File: src/rtl/cook_timer_pkg.sv
// rtl/cook_timer_pkg.sv - shared types, constants and BCD helpers for the cook timer
package cook_timer_pkg;

  // Encoded controller state, also shown on the display
  typedef enum logic [2:0] {
    ST_IDLE  = 3'd0,
    ST_ARM   = 3'd1,
    ST_COOK  = 3'd2,
    ST_PAUSE = 3'd3,
    ST_DONE  = 3'd4
  } state_t;

  // Two packed BCD digits: [7:4] tens, [3:0] units
  typedef logic [7:0] bcd2_t;

  localparam bcd2_t      SEC_MAX_BCD = 8'h59;
  localparam logic [3:0] DIGIT_MAX   = 4'h9;

  // Force each BCD digit into 0..9
  function automatic bcd2_t clamp_bcd2(input bcd2_t v);
    logic [3:0] hi;
    logic [3:0] lo;
    hi = (v[7:4] > DIGIT_MAX) ? DIGIT_MAX : v[7:4];
    lo = (v[3:0] > DIGIT_MAX) ? DIGIT_MAX : v[3:0];
    return {hi, lo};
  endfunction

endpackage

File: src/rtl/cook_timer_if.sv
// rtl/cook_timer_if.sv - keypad/door to controller bundle and controller outputs
interface cook_timer_if;
  import cook_timer_pkg::*;

  logic       load;
  bcd2_t      min_bcd;
  bcd2_t      sec_bcd;
  logic       start;
  logic       stop;
  logic       door_open;

  logic       mag_on;
  bcd2_t      min_out;
  bcd2_t      sec_out;
  logic       done;
  logic [2:0] state;

  // Keypad/door side: drives requests, observes status
  modport master (
    output load, min_bcd, sec_bcd, start, stop, door_open,
    input  mag_on, min_out, sec_out, done, state
  );

  // Controller side
  modport slave (
    input  load, min_bcd, sec_bcd, start, stop, door_open,
    output mag_on, min_out, sec_out, done, state
  );
endinterface

File: src/rtl/mmss_bcd_down.sv
// rtl/mmss_bcd_down.sv - registered BCD mm:ss with clamped load and borrowing decrement
module mmss_bcd_down
  import cook_timer_pkg::*;
(
  input  logic  clock,
  input  logic  clear,
  input  logic  load,
  input  bcd2_t min_in,
  input  bcd2_t sec_in,
  input  logic  dec,
  input  logic  clr,
  output bcd2_t min_q,
  output bcd2_t sec_q,
  output logic  is_zero
);

  bcd2_t min_clamped;
  bcd2_t sec_clamped;
  bcd2_t min_dec;
  bcd2_t sec_dec;

  assign is_zero = (min_q == 8'h00) && (sec_q == 8'h00);

  // Preset sanitising: digits to 0..9, then seconds capped at 59 (digits are
  // valid BCD here, so a plain binary compare orders them correctly)
  always_comb begin
    min_clamped = clamp_bcd2(min_in);
    sec_clamped = clamp_bcd2(sec_in);
    if (sec_clamped > SEC_MAX_BCD) begin
      sec_clamped = SEC_MAX_BCD;
    end
  end

  // One-second BCD decrement with units->tens and seconds->minutes borrow
  always_comb begin
    sec_dec = sec_q;
    min_dec = min_q;
    if (sec_q[3:0] != 4'h0) begin
      sec_dec[3:0] = sec_q[3:0] - 4'h1;
    end else if (sec_q[7:4] != 4'h0) begin
      sec_dec = {sec_q[7:4] - 4'h1, DIGIT_MAX};
    end else begin
      sec_dec = SEC_MAX_BCD;
      if (min_q[3:0] != 4'h0) begin
        min_dec[3:0] = min_q[3:0] - 4'h1;
      end else begin
        min_dec = {min_q[7:4] - 4'h1, DIGIT_MAX};
      end
    end
  end

  // Time register: clear/cancel, then load, then decrement (held at 00:00)
  always_ff @(posedge clock) begin
    if (clear || clr) begin
      min_q <= 8'h00;
      sec_q <= 8'h00;
    end else if (load) begin
      min_q <= min_clamped;
      sec_q <= sec_clamped;
    end else if (dec && !is_zero) begin
      min_q <= min_dec;
      sec_q <= sec_dec;
    end
  end

endmodule

File: src/rtl/cook_timer_ctrl.sv
// rtl/cook_timer_ctrl.sv - microwave cook cycle sequencer: arm delay, 1 s countdown, pause/done
module cook_timer_ctrl
  import cook_timer_pkg::*;
#(
  parameter int TICK_DIV    = 100,
  parameter int START_DELAY = 4
) (
  input  logic         clock,
  input  logic         clear,
  cook_timer_if.slave  bus
);

  localparam int PW = $clog2(TICK_DIV);
  localparam int AW = $clog2(START_DELAY + 1);
  localparam logic [PW-1:0] PRESC_LAST = PW'(TICK_DIV - 1);
  localparam logic [AW-1:0] ARM_LAST   = AW'(START_DELAY - 1);

  state_t        state_q;
  logic          mag_q;
  logic          done_q;
  logic [PW-1:0] presc_q;
  logic [AW-1:0] arm_q;

  bcd2_t tm_min;
  bcd2_t tm_sec;
  logic  tm_zero;
  logic  tm_one;

  // Per-cycle decisions after applying door > stop > start > load priority
  logic go_pause;
  logic arm_done;
  logic tick;
  logic do_start;
  logic do_cancel;
  logic do_load;
  logic do_exit;

  assign tm_one = (tm_min == 8'h00) && (tm_sec == 8'h01);

  // Decode requests against the current state; door only matters where it
  // can pause or block, and is ignored entirely once cooking is done
  always_comb begin
    go_pause  = 1'b0;
    arm_done  = 1'b0;
    tick      = 1'b0;
    do_start  = 1'b0;
    do_cancel = 1'b0;
    do_load   = 1'b0;
    do_exit   = 1'b0;
    unique case (state_q)
      ST_IDLE: begin
        if (!bus.door_open && !bus.stop) begin
          if (bus.start) begin
            do_start = !tm_zero;
          end else if (bus.load) begin
            do_load = 1'b1;
          end
        end
      end
      ST_ARM: begin
        if (bus.door_open || bus.stop) begin
          go_pause = 1'b1;
        end else if (arm_q == ARM_LAST) begin
          arm_done = 1'b1;
        end
      end
      ST_COOK: begin
        if (bus.door_open || bus.stop) begin
          go_pause = 1'b1;
        end else if (presc_q == PRESC_LAST) begin
          tick = 1'b1;
        end
      end
      ST_PAUSE: begin
        if (!bus.door_open) begin
          if (bus.stop) begin
            do_cancel = 1'b1;
          end else if (bus.start) begin
            do_start = 1'b1;
          end else if (bus.load) begin
            do_load = 1'b1;
          end
        end
      end
      ST_DONE: begin
        if (bus.start || bus.stop) begin
          do_exit = 1'b1;
        end else if (bus.load) begin
          do_load = 1'b1;
        end
      end
      default: begin
      end
    endcase
  end

  mmss_bcd_down u_mmss (
    .clock   (clock),
    .clear   (clear),
    .load    (do_load),
    .min_in  (bus.min_bcd),
    .sec_in  (bus.sec_bcd),
    .dec     (tick),
    .clr     (do_cancel),
    .min_q   (tm_min),
    .sec_q   (tm_sec),
    .is_zero (tm_zero)
  );

  // Controller FSM with registered magnetron/done outputs and its counters
  always_ff @(posedge clock) begin
    if (clear) begin
      state_q <= ST_IDLE;
      mag_q   <= 1'b0;
      done_q  <= 1'b0;
      presc_q <= '0;
      arm_q   <= '0;
    end else begin
      unique case (state_q)
        ST_IDLE: begin
          if (do_start) begin
            state_q <= ST_ARM;
            arm_q   <= '0;
          end
        end
        ST_ARM: begin
          if (go_pause) begin
            state_q <= ST_PAUSE;
            arm_q   <= '0;
          end else if (arm_done) begin
            state_q <= ST_COOK;
            mag_q   <= 1'b1;
            presc_q <= '0;
            arm_q   <= '0;
          end else begin
            arm_q <= arm_q + 1'b1;
          end
        end
        ST_COOK: begin
          if (go_pause) begin
            state_q <= ST_PAUSE;
            mag_q   <= 1'b0;
            presc_q <= '0;
          end else if (tick) begin
            presc_q <= '0;
            if (tm_one) begin
              state_q <= ST_DONE;
              mag_q   <= 1'b0;
              done_q  <= 1'b1;
            end
          end else begin
            presc_q <= presc_q + 1'b1;
          end
        end
        ST_PAUSE: begin
          if (do_start) begin
            state_q <= ST_ARM;
            arm_q   <= '0;
          end else if (do_cancel || do_load) begin
            state_q <= ST_IDLE;
          end
        end
        ST_DONE: begin
          if (do_exit || do_load) begin
            state_q <= ST_IDLE;
            done_q  <= 1'b0;
          end
        end
        default: begin
          state_q <= ST_IDLE;
          mag_q   <= 1'b0;
          done_q  <= 1'b0;
        end
      endcase
    end
  end

  assign bus.state   = state_q;
  assign bus.mag_on  = mag_q;
  assign bus.done    = done_q;
  assign bus.min_out = tm_min;
  assign bus.sec_out = tm_sec;

endmodule
File: src/flat_wrapper.sv
// flat-port wrapper written by rule: the top's interface ports become plain ports
module cook_timer_ctrl_flat import cook_timer_pkg::*;
#(
  parameter int TICK_DIV    = 100,
  parameter int START_DELAY = 4
)
  (clock, clear, bus_load, bus_min_bcd, bus_sec_bcd, bus_start, bus_stop, bus_door_open, bus_mag_on, bus_min_out, bus_sec_out, bus_done, bus_state);
  cook_timer_if bus_i ();
  input  logic clock;
  input  logic clear;
  input wire logic [$bits(bus_i.load)-1:0] bus_load;
  input wire logic [$bits(bus_i.min_bcd)-1:0] bus_min_bcd;
  input wire logic [$bits(bus_i.sec_bcd)-1:0] bus_sec_bcd;
  input wire logic [$bits(bus_i.start)-1:0] bus_start;
  input wire logic [$bits(bus_i.stop)-1:0] bus_stop;
  input wire logic [$bits(bus_i.door_open)-1:0] bus_door_open;
  output wire logic [$bits(bus_i.mag_on)-1:0] bus_mag_on;
  output wire logic [$bits(bus_i.min_out)-1:0] bus_min_out;
  output wire logic [$bits(bus_i.sec_out)-1:0] bus_sec_out;
  output wire logic [$bits(bus_i.done)-1:0] bus_done;
  output wire logic [$bits(bus_i.state)-1:0] bus_state;
  assign bus_i.load = bus_load;
  assign bus_i.min_bcd = bus_min_bcd;
  assign bus_i.sec_bcd = bus_sec_bcd;
  assign bus_i.start = bus_start;
  assign bus_i.stop = bus_stop;
  assign bus_i.door_open = bus_door_open;
  assign bus_mag_on = bus_i.mag_on;
  assign bus_min_out = bus_i.min_out;
  assign bus_sec_out = bus_i.sec_out;
  assign bus_done = bus_i.done;
  assign bus_state = bus_i.state;
  cook_timer_ctrl #(.TICK_DIV(TICK_DIV), .START_DELAY(START_DELAY)) u_core (.clock(clock), .clear(clear), .bus(bus_i));
endmodule
File: config.mk
export PLATFORM = sky130hd
export DESIGN_NAME = cook_timer_ctrl_flat
export DESIGN_NICKNAME = d
export VERILOG_FILES = /design/src/rtl/cook_timer_pkg.sv /design/src/rtl/cook_timer_if.sv /design/src/rtl/mmss_bcd_down.sv /design/src/rtl/cook_timer_ctrl.sv /design/src/flat_wrapper.sv
export SDC_FILE = /design/constraint.sdc
export NUM_CORES = 1
export LEC_CHECK = 0
export BUFFER_PORTS_ARGS = -buffer_cell sky130_fd_sc_hd__clkbuf_2
export CAP_MARGIN = 10
export CORE_ASPECT_RATIO = 1.1
export CORE_UTILIZATION = 54
export DETAILED_ROUTE_END_ITERATION = 7
export GPL_ROUTABILITY_DRIVEN = 0
export GPL_TIMING_DRIVEN = 0
export PLACE_DENSITY = 0.82
export SYNTH_ARGS = -nofsm -noshare
export SYNTH_HDL_FRONTEND = slang
export SYNTH_SLANG_ARGS = --single-unit
File: constraint.sdc
create_clock -name clock -period 3.4 [get_ports clock]
set_clock_uncertainty 0.15 [all_clocks]
set_input_delay 1.02 -clock clock [delete_from_list [all_inputs] [get_ports clock]]
set_output_delay 1.02 -clock clock [all_outputs]
set_load 0.1 [all_outputs]
## Word-level counts from Yosys, hierarchy flattened

Index checks and enable logic that the tools add are counted.

- Register bits: 31
- Input port bits: 22
- Output and inout port bits: 21
- Logic and storage cells: 149

- Add/sub/neg operators: 6
- $lt $le $gt $ge: 5
- Equality and inequality tests: 22
- Mux-type cells: 72
- Bitwise logic cells: 2
- Reductions and logical operators: 33

Operators with widths:

| kind | count |
|---|---|
| 2-to-1 mux 8 bit | 8 |
| 2-to-1 mux 3 bit | 12 |
| 2-to-1 mux 1 bit | 33 |
| 2-to-1 mux 4 bit | 8 |
| 2-to-1 mux 7 bit | 4 |
| greater-than comparator 4 bit (second input constant) | 4 |
| zero test 8 bit | 2 |
| inequality test 2 x 1 -> 1 bit (second input constant) | 8 |
| subtractor 4 x 1 -> 4 bit (second input constant) | 4 |
| case mux 3 bit (5 select lines) | 1 |
| case mux 7 bit (2 select lines) | 1 |
| nonzero test 4 bit | 3 |
| AND reduction 5 bit | 2 |
| equality test 3 x 2 -> 1 bit (second input constant) | 3 |
| inequality test 3 x 1 -> 1 bit (second input constant) | 3 |
| case mux 1 bit (3 select lines) | 3 |
| equality test 8 x 1 -> 1 bit (second input constant) | 1 |
| greater-than comparator 8 x 7 -> 1 bit (second input constant) | 1 |
| adder 7 x 1 -> 7 bit (second input constant) | 1 |
| equality test 7 bit (second input constant) | 1 |
| inequality test 2 bit (second input constant) | 3 |
| case mux 3 bit (2 select lines) | 1 |
| AND reduction 3 bit | 2 |
| AND reduction 6 bit | 1 |
| other kinds (15) | 30 |

## Longest topological paths before layout

Gate-level depths: netlist of run 1.

- Depth after elaboration: 9
- Gate-level depth with buffers: 8
- Mapped depth without buffers: 8

## Hierarchy

From an unflattened synthesis of run 1, not the netlist that was laid out.

- Cells, all modules: 250
- Area, all modules: 1994.4 sq um

Modules (own cells, without submodules):

| module | instances | cells an instance | area an instance (sq um) | sequential area each (sq um) |
|---|---|---|---|---|
| mmss_bcd_down | 1 | 130 | 1009.7 | 320.3 |
| cook_timer_ctrl | 1 | 120 | 984.7 | 300.3 |

## Worst setup path before layout of run 1

OpenSTA, ideal clock, no wires.

- Path kind: input port to flip-flop
- Start point: input port bus_stop
- End point: register u_core.u_mmss.min_q[5]
- Library setup time: 0.067 ns
- Arrival: 2.677 ns
- Data required time: 3.183 ns
- Slack: 0.506 ns
- Stages: 7
- Path buffers: 1
- Cells stage by stage: buf_2 nor3_4 nand4_1 nor4_4 nand2_1 mux2_1 o21ai_2

- Longest elaborated chain between the ends: 6
- Elaborated cells between the ends (all ways): 22
- Those cells by class: 3 x eq/ne; 11 x mux; 8 x reduce/logical

RTL lines:

| element | RTL line | text |
|---|---|---|
| from (decl) | flat_wrapper.sv:15 | `input wire logic [$bits(bus_i.stop)-1:0] bus_stop;` |
| zero test 1 bit / logical OR 1 bit (equally long branches) | cook_timer_ctrl.sv:52, cook_timer_ctrl.sv:68 |  |
| logical AND 1 bit / 2-to-1 mux 1 bit (equally long branches) | cook_timer_ctrl.sv:52, cook_timer_ctrl.sv:68 |  |
| 2-to-1 mux 1 bit (on tied branches) | cook_timer_ctrl.sv:52, cook_timer_ctrl.sv:50 |  |
| case mux 1 bit (3 select lines) / logical AND 1 bit (equally long branches) | cook_timer_ctrl.sv:50, mmss_bcd_down.sv:60 |  |
| inequality test 2 x 1 -> 1 bit (no source line) / nonzero test 2 bit (equally long branches) | n/a |  |
| AND reduction 4 bit (no source line) | n/a |  |
| to (signal assigned) | mmss_bcd_down.sv:58 | `min_q <= min_clamped;` |
| to (signal assigned) | mmss_bcd_down.sv:61 | `min_q <= min_dec;` |
| to (decl) | mmss_bcd_down.sv:12 | `output bcd2_t min_q,` |

Parallel ways exist; a longest one is shown, timed or not.
A chain may end at the register's enable or synchronous reset.

## Worst setup path after layout of run 1

Same ends and word-level chain as after synthesis.

==> reports/metrics.cfg, run 1 <==
[clocking]
numCtsBuffers = 5
cts_buffer_depth = 2
clkLatencyLatePin_ns = 0.34
post_cts_buffers = 0
postCtsHoldBufs = 0
cts.sinks = 31
ctsResizeCount = 0
cts.htree.levels = 2
clk_pin_slew_ns = 0.10
clockRootBuffer = clkbuf_4
cts_tree = built

[timing]
fin_hold_ws_ns = 0.3069
setup_viol = 0
clock.fmax_mhz = 357.6
slew_headroom = 0.5121
min_period_ns = 2.797
setup_tns_ns = 0
worstMarginPinSlew_ns = 0.7285
post-route-period-util = 0.8226
final_max_slew_viol_count = 0
hold_violations = 0
rsz0062_at_grt = no
worst_slack_ns = 0.6032

[routing]
post-route-drc-count = 0
wl_per_cell_um = 13.38
wirelength_um = 4374
ant_nets = 0
via_per_inst = 5.890
drt_iter0_drc = 181
first_pass_iters = 4
vias = 1926

[pwr]
p_leak_nw = 0.8766
powerDensity_nw_per_um2 = 442.7
vdd_drop_max_mv = 0.2600

[setup_path]
critical_path.max_fanout = 7
r2r_cells = 8
r2r_start = u_core.u_mmss.min_q[4]
ff2ff_setup_slack_ns = 0.78
path_class = in2reg
critPathLaunch = bus_stop
cp_data_required_time_ns = 3.52
crit_end = u_core.u_mmss.min_q[5]
cp-start-kind = input pin
end_kind = flip-flop
r2r-end = u_core.bus.state[1]
critPathArrivalTime_ns = 2.92

[logic_synthesis]
synth.yosys.warnings = 0
syn_nets = 259
async_flop_share = 0
synthCells = 232
synth-main-ff-cell = dfxtp_1
ys_ff_latch = 31
synth-edff-count = 0
syn_area_sq_um = 1923
ys_seq_area_frac = 0.3227
yosysUniqueCellTypes = 57
syn_avg_cell_area_sq_um = 8.289

[status]
outcome = complete, no violations

[floorplan]
die_y_um = 64.59
placementRows = 22
dieArea_sq_um = 3804
core_area_sq_um = 3358
io_pins = 43
initial_core_util = 0.5727
die_w_um = 58.90

[placement]
dp_hpwl_um = 3181
port_buffers = 41
place_ws_ns = 0.2522
place_inst = 321

[global_route]
grt_pass1_wl_um = 7148
antenna_found_initial = 0
overflow = 0
track_usage = 0.2471
grt_max_degree = 11
grt_pass1_vias = 1614

[finish]
antennaDiodeCount = 0
fin_nets = 307
utilization = 0.6639
n_fill_cell = 312
stdcell_count = 327
layout-drive-gt1-share = 0.2115
syn_to_final_growth_pct = 15.94

[hold_path]
hold_class = reg2reg

[job]
maxCapViolCount = 0

[flip-flops by register name (all words and copies together), names as in the netlist]
register / count
u_core.u_mmss.min_q: 8
u_core.presc_q: 7
u_core.bus.mag_on: 1
u_core.bus.state: 3
u_core.bus.done: 1
u_core.arm_q: 3
u_core.u_mmss.sec_q: 8
[layer usage]
metal	GRT usage	up-vias	share of wire
met2	0.4077	54	0.46
met5	0	-	0
met3	0.06188	8	0.055
met4	0.07738	0	0.013
li1	-	953	-
met1	0.3122	911	0.47
[cells in the mapped netlist, types with 3 or more instances]
library cell,count,area [sq um]
clkbuf_1,5,18.77
a21oi_1,20,100.1
nand2b_1,4,25.02
nand3_1,13,65.06
xor2_1,9,78.83
o21ai_0,4,20.02
a31oi_1,5,31.28
and3_1,3,18.77
ha_1,5,62.56
a21o_1,5,37.54
nand2_1,13,48.80
o31ai_1,5,37.54
or3_1,3,18.77
a211oi_1,4,30.03
nor2_1,28,105.1
xnor2_1,5,43.79
dfxtp_1,31,620.6
inv_1,8,30.03
and2_1,3,18.77
nand4_1,6,37.54
nor3_1,7,35.03
[critical path: stages]
cell     delay [ns]
buf_2          0.15
nor3_4         0.25
nand4_1        0.35
nor4_4         0.52
nand2_1        0.17
mux2_1         0.35
o21ai_2        0.10
[power by group]
| group | internal, mW | switching, mW |
|---|---|---|
| Clock | 0.0734 | 0.124 |
| Combinational | 0.114 | 0.263 |
| Sequential | 0.381 | 0.0313 |
| Total | 0.569 | 0.418 |
[area by class of cell]
type                    instances  area (sq um)  share of cell area
plain buffers                   7         27.53             0.01235
clock buffers                   6         41.29             0.01852
inverters                       8         30.03             0.01347
multi-input cells             186          1245              0.5584
flip-flops and latches         31         620.6              0.2783
well taps                      48         60.06             0.02694
repair buffers                 41         205.2             0.09203
[placed cells by master (no fill, tap or decap), types with 2 or more instances in the layout]
| master | instances |
|---|---|
| inv_1 | 8 |
| nand3_1 | 13 |
| nor4_4 | 2 |
| mux2i_1 | 2 |
| a21oi_1 | 20 |
| a211o_1 | 2 |
| a211oi_1 | 4 |
| a21o_1 | 5 |
| or4_1 | 2 |
| nor3_1 | 7 |
| xor2_1 | 9 |
| xnor2_1 | 5 |
| nor2_1 | 28 |
| nand2b_1 | 4 |
| o21ai_0 | 4 |
| ha_1 | 5 |
| o31ai_1 | 5 |
| and2_1 | 3 |
| o21ai_1 | 2 |
| nand2_1 | 13 |
| o211ai_1 | 2 |
| dfxtp_1 | 31 |
| or3_1 | 3 |
| and3_1 | 3 |
| clkbuf_1 | 6 |
| a311oi_1 | 2 |
| nand4_1 | 6 |
| clkbuf_4 | 5 |
| nor2b_1 | 2 |
| o21a_1 | 2 |
| a31oi_1 | 5 |
| or2_2 | 2 |
| clkbuf_2 | 41 |
[stage by stage]
step           total power [mW]  area [sq um]
2_1_floorplan            0.7194          1923
3_3_place_gp             0.7874          2188
3_5_place_dp             0.7925          2188
4_1_cts                  0.9883          2230
5_1_grt                   1.046          2230
6_report                 0.9871          2230
[cell families after synthesis]
group / synth area share
AO/OA/AOI/OAI: 0.2147
XOR/XNOR: 0.06376
adder cells (fa/ha/maj): 0.03253
buffers and inverters: 0.02993
flip-flops: 0.3227
multiplexers: 0.01627
AND/OR/NAND/NOR: 0.3201
[how the worst min path moves through the flow]
stage	start	endpoint	slack (ns)	cells past startpoint
after floorplan	u_core.arm_q[2]	u_core.arm_q[2]	0.28	2
after global placement	u_core.arm_q[2]	u_core.arm_q[2]	0.29	2
after detailed placement	u_core.arm_q[2]	u_core.arm_q[2]	0.29	2
after CTS	u_core.arm_q[2]	u_core.arm_q[2]	0.31	2
after global routing	u_core.arm_q[1]	u_core.arm_q[1]	0.35	2
final	u_core.arm_q[2]	u_core.arm_q[2]	0.31	2
Note: power is estimated with default switching activity, not from simulation.
==> run 2: changes to the inputs <==
==> constraint.sdc (replaced) <==
create_clock -name clock -period 2.7 [get_ports clock]
set_clock_uncertainty 0.15 [all_clocks]
set_input_delay 0.81 -clock clock [delete_from_list [all_inputs] [get_ports clock]]
set_output_delay 0.81 -clock clock [all_outputs]
set_load 0.1 [all_outputs]
==> reports/metrics.cfg, run 2 (synthesized netlist as in run 1, its figures left out) <==
[status]
outcome = complete, no violations

[timing]
hold_violations = 0  ; unchanged
post-route-period-util = 0.9554
clock.fmax_mhz = 387.6
worstMarginPinSlew_ns = 0.7377  ; +0.009212 ns
slew_headroom = 0.5059  ; -0.006170
min_period_ns = 2.580
setup_viol = 0  ; unchanged
setup_tns_ns = 0  ; unchanged
final_max_slew_viol_count = 0  ; unchanged
fin_hold_ws_ns = 0.3021  ; -0.004820 ns
rsz0062_at_grt = no

[pwr]
power_switching_mw = 0.5228  ; +25%
p_comb_frac = 0.387  ; +0.004
vdd_drop_max_mv = 0.2625  ; +0.96%
power.share.switching = 0.4206  ; -0.003282
power.share.sequential = 0.418  ; about the same
finalPower_mw = 1.243  ; +26%
clkPwrFrac = 0.196  ; -0.004
powerDensity_nw_per_um2 = 553.1  ; +25%
intPower_mw = 0.7202  ; +27%
p_leak_nw = 0.8802  ; +0.41%

[floorplan]
placementRows = 22  ; unchanged
core_area_sq_um = 3358  ; unchanged
die_y_um = 64.59  ; unchanged
die_w_um = 58.90  ; unchanged
initial_core_util = 0.5727  ; unchanged
dieArea_sq_um = 3804  ; unchanged
io_pins = 43  ; unchanged

[routing]
wirelength_um = 4227  ; -3.4%
ant_nets = 0  ; unchanged
drt_iter0_drc = 191  ; +5.5%
post-route-drc-count = 0  ; unchanged
wl_per_cell_um = 12.93  ; -3.4%
via_per_inst = 5.679  ; -3.6%
first_pass_iters = 5  ; +1
vias = 1857  ; -3.6%

[clocking]
post_cts_buffers = 0  ; unchanged
clockRootBuffer = clkbuf_4
clkLatencyLatePin_ns = 0.33  ; about the same
cts_tree = built
ctsResizeCount = 0  ; unchanged
cts_buffer_depth = 2  ; unchanged
numCtsBuffers = 5  ; unchanged
cts.htree.levels = 2  ; unchanged
postCtsHoldBufs = 0  ; unchanged
clk_pin_slew_ns = 0.09  ; about the same
cts.sinks = 31  ; unchanged

[hold_path]
hold_class = reg2reg
hold-path-endpoint = u_core.arm_q[2]
hold_depth = 2  ; unchanged
holdCritStartpoint = u_core.arm_q[2]

[finish]
antennaDiodeCount = 0  ; unchanged
layout_commonest_cell = clkbuf_2
layout-drive-gt1-share = 0.2258  ; +0.01434
syn_to_final_growth_pct = 16.85
final_cell_mix = clkbuf_2, nor2_1, dfxtp_1
n_fill_cell = 306  ; -1.9%
top_regs = u_core.u_mmss.min_q x8, u_core.u_mmss.sec_q x8, u_core.presc_q x7
fin_nets = 307  ; unchanged

[setup_path]
cp_data_required_time_ns = 2.81  ; -0.71 ns
r2r_start = u_core.u_mmss.min_q[4]
end_kind = flip-flop
cp-start-kind = input pin
critPathArrivalTime_ns = 2.69  ; -0.23 ns
critical_path.max_fanout = 7  ; unchanged
ff2ff_setup_slack_ns = 0.13  ; -0.65 ns
r2r-end = u_core.bus.state[1]
r2r_cells = 8  ; unchanged
path_class = in2reg

[placement]
port_buffers = 41  ; unchanged
dp_hpwl_um = 3229  ; +1.5%

[job]
maxCapViolCount = 0  ; unchanged

[global_route]
antenna_found_initial = 0  ; unchanged
grt_pass1_vias = 1613  ; -0.062%
grt_pass1_wl_um = 7038  ; -1.5%
grt_max_degree = 11  ; unchanged
track_usage = 0.2428  ; -0.004254
overflow = 0  ; unchanged

run 2: cell counts in the layout (fill, tap and decap cells not counted):
Identical to the previous run, type by type.
run 2: layout make-up:
class | count | area (sq um) | share of cell area
Timing Repair Buffer | 41 | 205.2 | 0.09131
Multi-Input combinational cell | 186 | 1259 | 0.5601
Tap cell | 48 | 60.06 | 0.02673
Buffer | 7 | 27.53 | 0.01225
Sequential cell | 31 | 624.3 | 0.2778
Clock buffer | 6 | 41.29 | 0.01837
Inverter | 8 | 30.03 | 0.01336
run 2: how the worst max path moves through the flow:
stage	startpoint	to	slack, ns	cells past startpoint
floorplan	u_core.u_mmss.min_q[0]	u_core.bus.state[1]	-0.007	6
global placement	bus_stop	u_core.u_mmss.min_q[5]	-0.22	7
detailed placement	bus_stop	u_core.u_mmss.min_q[5]	-0.25	7
CTS	u_core.u_mmss.min_q[4]	u_core.bus.state[1]	0.09	8
global route	bus_stop	u_core.u_mmss.min_q[7]	0.007	7
finish	bus_stop	u_core.u_mmss.min_q[5]	0.12	7
run 2: worst max-delay path, cell delays in order:
cell and delay [ns]:
buf_2 0.15, nor3_4 0.26, nand4_1 0.34, nor4_4 0.49, nand2_1 0.17, mux2_1 0.35, o21ai_2 0.11
run 2: per-layer routing:
layer,GRT usage,vias to the layer above,wire [um]
met2,0.3821,62,1999
li1,-,957,-
met4,0.07143,0,32
met1,0.3242,833,1948
met3,0.06188,5,246
met5,0,-,0
run 2: power by group through the flow:
stage	Combinational (mW)	Sequential (mW)	Clock, mW
6_report	0.480	0.519	0.243
4_1_cts	0.472	0.518	0.252
2_1_floorplan	0.245	0.662	0
3_3_place_gp	0.465	0.527	0
3_5_place_dp	0.469	0.529	0
5_1_grt	0.518	0.523	0.277
run 2: stage by stage:
step / utilization / cell area (sq um) / setup WS (ns) / instances
after CTS: 0.6651 / 2233 / 0.08608 / 327
after floorplan: - / 1927 / -0.007478 / 232
after global routing: 0.6692 / 2247 / 0.007095 / 327
final: 0.6692 / 2247 / 0.1203 / 327
after detailed placement: 0.6528 / 2192 / -0.2546 / 321
after global placement: 0.6528 / 2192 / -0.2243 / 321
